`src/rtl/cmp_seq_ctrl.sv`:
```
// Nibble-serial wide magnitude compare that time-shares one external 4-bit
// comparator slice. It walks LSB to MSB and feeds the slice result back as cascade.
module cmp_seq_ctrl #(
  parameter int NIBBLES = 4
) (
  input  logic                   CLK,
  input  logic                   RSTn,
  input  logic                   START,
  input  logic [4*NIBBLES-1:0]   A,
  input  logic [4*NIBBLES-1:0]   B,
  output logic                   BUSY,
  output logic                   DONE,
  output logic                   QAGB,
  output logic                   QASB,
  output logic                   QAEB,
  output logic                   ERR,
  output logic [3:0]             CA,
  output logic [3:0]             CB,
  output logic                   CIAGB,
  output logic                   CIASB,
  output logic                   CIAEB,
  input  logic                   CQAGB,
  input  logic                   CQASB,
  input  logic                   CQAEB
);

  localparam int IW = (NIBBLES > 1) ? $clog2(NIBBLES) : 1;
  localparam logic [2:0] CASC_EQ = 3'b001;

  typedef enum logic {IDLE, RUN} state_t;

  state_t                   state, state_nxt;
  logic [NIBBLES-1:0][3:0]  a_reg, b_reg;
  logic [IW-1:0]            idx;
  logic [2:0]               casc;
  logic [2:0]               cq;
  logic [2:0]               qres;
  logic                     err_stk;
  logic                     err_q;
  logic                     done_q;
  logic                     last;
  logic                     bad;

  assign cq   = {CQAGB, CQASB, CQAEB};
  assign last = (idx == IW'(NIBBLES - 1));
  assign bad  = !((cq == 3'b100) || (cq == 3'b010) || (cq == 3'b001));

  always_ff @(posedge CLK) begin
    if (!RSTn) state <= IDLE;
    else       state <= state_nxt;
  end

  always_comb begin
    state_nxt = state;
    case (state)
      IDLE: if (START) state_nxt = RUN;
      RUN:  if (last)  state_nxt = IDLE;
      default:         state_nxt = IDLE;
    endcase
  end

  // Slice drive is forced to a neutral "equal" pattern whenever idle.
  always_comb begin
    BUSY = (state == RUN);
    CA   = 4'd0;
    CB   = 4'd0;
    {CIAGB, CIASB, CIAEB} = CASC_EQ;
    if (state == RUN) begin
      CA = a_reg[idx];
      CB = b_reg[idx];
      {CIAGB, CIASB, CIAEB} = casc;
    end
  end

  always_ff @(posedge CLK) begin
    if (!RSTn) begin
      a_reg   <= '0;
      b_reg   <= '0;
      idx     <= '0;
      casc    <= CASC_EQ;
      err_stk <= 1'b0;
      qres    <= 3'b000;
      err_q   <= 1'b0;
      done_q  <= 1'b0;
    end else begin
      done_q <= 1'b0;
      case (state)
        IDLE: begin
          if (START) begin
            a_reg   <= A;
            b_reg   <= B;
            idx     <= '0;
            casc    <= CASC_EQ;
            err_stk <= 1'b0;
          end
        end
        RUN: begin
          casc    <= cq;
          err_stk <= err_stk | bad;
          if (last) begin
            // A corrupted chain anywhere yields an all-zero result with ERR.
            done_q <= 1'b1;
            err_q  <= err_stk | bad;
            qres   <= (err_stk | bad) ? 3'b000 : cq;
          end else begin
            idx <= idx + IW'(1);
          end
        end
        default: ;
      endcase
    end
  end

  assign DONE = done_q;
  assign ERR  = err_q;
  assign {QAGB, QASB, QAEB} = qres;

endmodule

```
`config.mk`:
```
export PLATFORM = sky130hd
export DESIGN_NAME = cmp_seq_ctrl
export DESIGN_NICKNAME = d
export VERILOG_FILES = /design/src/rtl/cmp_seq_ctrl.sv
export SDC_FILE = /design/constraint.sdc
export NUM_CORES = 1
export LEC_CHECK = 0
export ABC_CLOCK_PERIOD_IN_PS = 3700
export CAP_MARGIN = 10
export CORE_ASPECT_RATIO = 0.5
export CORE_MARGIN = 1
export CORE_UTILIZATION = 51
export CTS_CLUSTER_DIAMETER = 50
export DETAILED_ROUTE_END_ITERATION = 8
export GPL_ROUTABILITY_DRIVEN = 1
export PLACE_DENSITY = 0.91
export SYNTH_ARGS = -nofsm -noshare
export SYNTH_HDL_FRONTEND = slang
export SYNTH_SLANG_ARGS = --single-unit
export TNS_END_PERCENT = 30
```
`constraint.sdc`:
```
create_clock -name CLK -period 3.7 [get_ports CLK]
set_input_delay 0.555 -clock CLK [delete_from_list [all_inputs] [get_ports CLK]]
set_output_delay 0.555 -clock CLK [all_outputs]
set_load 0.01 [all_outputs]
```
==> impl_metrics.py <==
metrics = {
    "power_and_ir_drop": {
        "clockPowerShare_pct": 32.1,
        "p_int_mw": 0.7274,
        "leakage_nw": 0.9446,
        "power.density_mw_per_mm2": 367.4,
        "combPwrFrac_pct": 13.6,
        "switching_share_pct": 24.00,
        "seq_power_share_pct": 54.3,
        "power.total_mw": 0.9570,
        "power.switching_mw": 0.2297,
        "ir_worst_vdd_mv": 0.2253,
    },
    "timing": {
        "period_share_pct": 76.14,
        "hold_viol_final": 0,
        "rsz0062_at_grt": "false",
        "final.setup.tns_ns": 0,
        "relSlewSlack_pct": 33.62,
        "skew_ns": 0.006648,
        "fin_ws_ns": 0.8828,
        "worst_hold_slack_ns": 0.4595,
        "clock.fmax_mhz": 355.0,
        "setup_viol": 0,
        "slew_viol_final": 0,
        "min_period_ns": 2.817,
        "worst_slew_pin_slew_ns": 0.9957,
    },
    "finish": {
        "fin_area_mm2": 0.002605,
        "utilization_pct": 72.67,
        "fin_cells": 315,
        "drive_gt1_share_pct": 7.955,
        "nNetsFinal": 302,
        "final_common_cell": "nand2_1",
        "final_cell_mix": "nand2_1 (69), clkdlybuf4s50_1 (54), dfxtp_1 (44), a21boi_0 (25), a21boi_1 (12)",
        "area_growth_syn_to_layout_pct": 31.03,
        "n_antenna_cell": 0,
        "num-fill-cells": 268,
    },
    "synth": {
        "synth_area_mm2": 0.001988,
        "syn_inst": 217,
        "synth-seq-area-share_pct": 44.30,
        "synth_seq_cells": 44,
        "ys_types": 30,
        "syn_nets": 256,
        "syn_area_per_cell_um2": 9.162,
        "yosysWarnings": 0,
    },
    "setup_path": {
        "start_kind": "register",
        "cp_max_fo": 11,
        "cp-end-kind": "primary output",
        "cp.required_ns": 3.14,
        "r2r_slack_ns": 1.55,
        "worstPathArrival_ns": 2.26,
        "critical_path_class": "reg -> out",
    },
    "route": {
        "postRouteAntennaNets": 0,
        "wl_mm": 3.966,
        "vias_per_cell": 5.102,
        "drtPass1Iterations": 4,
        "drt_iter0_markers": 27,
        "wire_per_inst_um": 12.59,
        "vias": 1607,
        "drc": 0,
    },
    "place": {
        "gp_congestion": 0.7336,
        "placedCellCount": 306,
        "place_area_mm2": 0.002497,
        "portBuffers": 54,
        "pre_cts_ws_ns": 1.177,
        "hpwl_mm": 2.681,
    },
    "clock_network": {
        "cts_resized": 0,
        "cts_buffer_depth": 2,
        "path_clk_slew_ns": 0.08,
        "clk_latency_ns": 0.29,
        "postCtsSetupBuffers": 0,
        "htreeDepth": 2,
        "tritoncts": "built",
        "cts_root_buffer": "clkbuf_8",
        "cts_buffers": 5,
        "cts-hold-fix-buffers": 0,
        "cts.sinks": 44,
    },
    "global_route": {
        "grt_max_degree": 45,
        "antenna_found_initial": 0,
        "grt_use_total_pct": 19.65,
        "grt_pass1_vias": 1429,
        "grt_overflow": 0,
        "grt_pass1_wl_mm": 6.320,
    },
    "outcome": {
        "status": "finished clean",
    },
    "floorplanning": {
        "row_count": 15,
        "die_w_um": 90.30,
        "io_pins": 55,
        "die_height_um": 46.15,
        "core_mm2": 0.003585,
        "start_util_pct": 55.46,
        "die-area_mm2": 0.004167,
    },
    "job": {
        "drv_cap": 0,
    },
    "worst_hold_path": {
        "hp-class": "reg -> reg",
    },
}
[Yosys cell counts]
master | count | area [um^2]
mux2i_1 | 1 | 10.01
nand3b_1 | 1 | 7.510
o21a_1 | 1 | 7.510
nor2_1 | 3 | 11.26
nand2b_1 | 1 | 6.260
nor3_1 | 1 | 5.000
nor3b_1 | 3 | 22.52
o21ai_0 | 3 | 15.01
nor2b_1 | 5 | 31.28
buf_6 | 4 | 45.04
mux4_2 | 8 | 180.2
a21oi_1 | 2 | 10.01
ha_1 | 1 | 12.51
nand4b_1 | 2 | 17.52
clkbuf_1 | 6 | 22.52
nor4b_1 | 1 | 8.760
or3b_2 | 1 | 8.760
and2_1 | 11 | 68.82
a21boi_1 | 12 | 90.09
a21boi_0 | 25 | 187.7
o31a_1 | 1 | 8.760
buf_2 | 5 | 25.02
buf_4 | 1 | 7.510
nand2_1 | 69 | 259.0
o221a_2 | 1 | 11.26
and3_1 | 1 | 6.260
or2b_1 | 1 | 7.510
clkbuf_2 | 1 | 5.000
xor2_1 | 1 | 8.760
dfxtp_1 | 44 | 880.8
[cells by family after synthesis]
| kind of cell | Yosys count | synth area share (%) |
|---|---|---|
| buffers and inverters | 17 | 5.286 |
| multiplexers | 9 | 9.566 |
| AO/OA/AOI/OAI | 45 | 16.61 |
| AND/OR/NAND/NOR | 100 | 23.16 |
| flip-flops | 44 | 44.30 |
| adder cells (fa/ha/maj) | 1 | 0.6292 |
| XOR/XNOR | 1 | 0.4406 |
[critical path, cell delays in order, from the launching register on]
cell	delay, ns
dfxtp_1	0.74
mux4_2	0.59
and2_1	0.17
clkdlybuf4s50_1	0.47
[worst paths after layout]
path	startpoint	to	cells after the start
worst min-delay path	b_reg[1]$_SDFFE_PN0P_	b_reg[1]$_SDFFE_PN0P_	2
worst min register to register	b_reg[1]$_SDFFE_PN0P_	b_reg[1]$_SDFFE_PN0P_	2
worst max-delay path	idx[0]$_SDFFE_PN0P_	CB[3]	3
worst max register to register	BUSY$_SDFF_PN0_	a_reg[3]$_SDFFE_PN0P_	3
[power groups by stage]
stage               registers (mW)  logic (mW)  clock network [mW]
floorplan                    0.517      0.0832                   0
global placement             0.529       0.127                   0
detailed placement           0.531       0.129                   0
CTS                          0.519       0.130               0.313
global route                 0.523       0.143               0.334
finish                       0.519       0.130               0.307
[cell type report]
cell class | instances | area [um^2] | area share (%)
multi-input cells | 156 | 1005 | 38.57
flip-flops and latches | 44 | 880.8 | 33.81
repair buffers | 56 | 563.0 | 21.61
clock buffers | 6 | 82.58 | 3.170
well taps | 51 | 63.81 | 2.450
clock inverters | 2 | 10.01 | 0.3842
[metal layers]
layer / global-route usage [%] / part of all wire (%)
met1: 23.85 / 48
met2: 36.34 / 47
met3: 4.620 / 3.4
met4: 5.806 / 1.2
met5: 0 / 0
(Power assumes the default switching activity.)
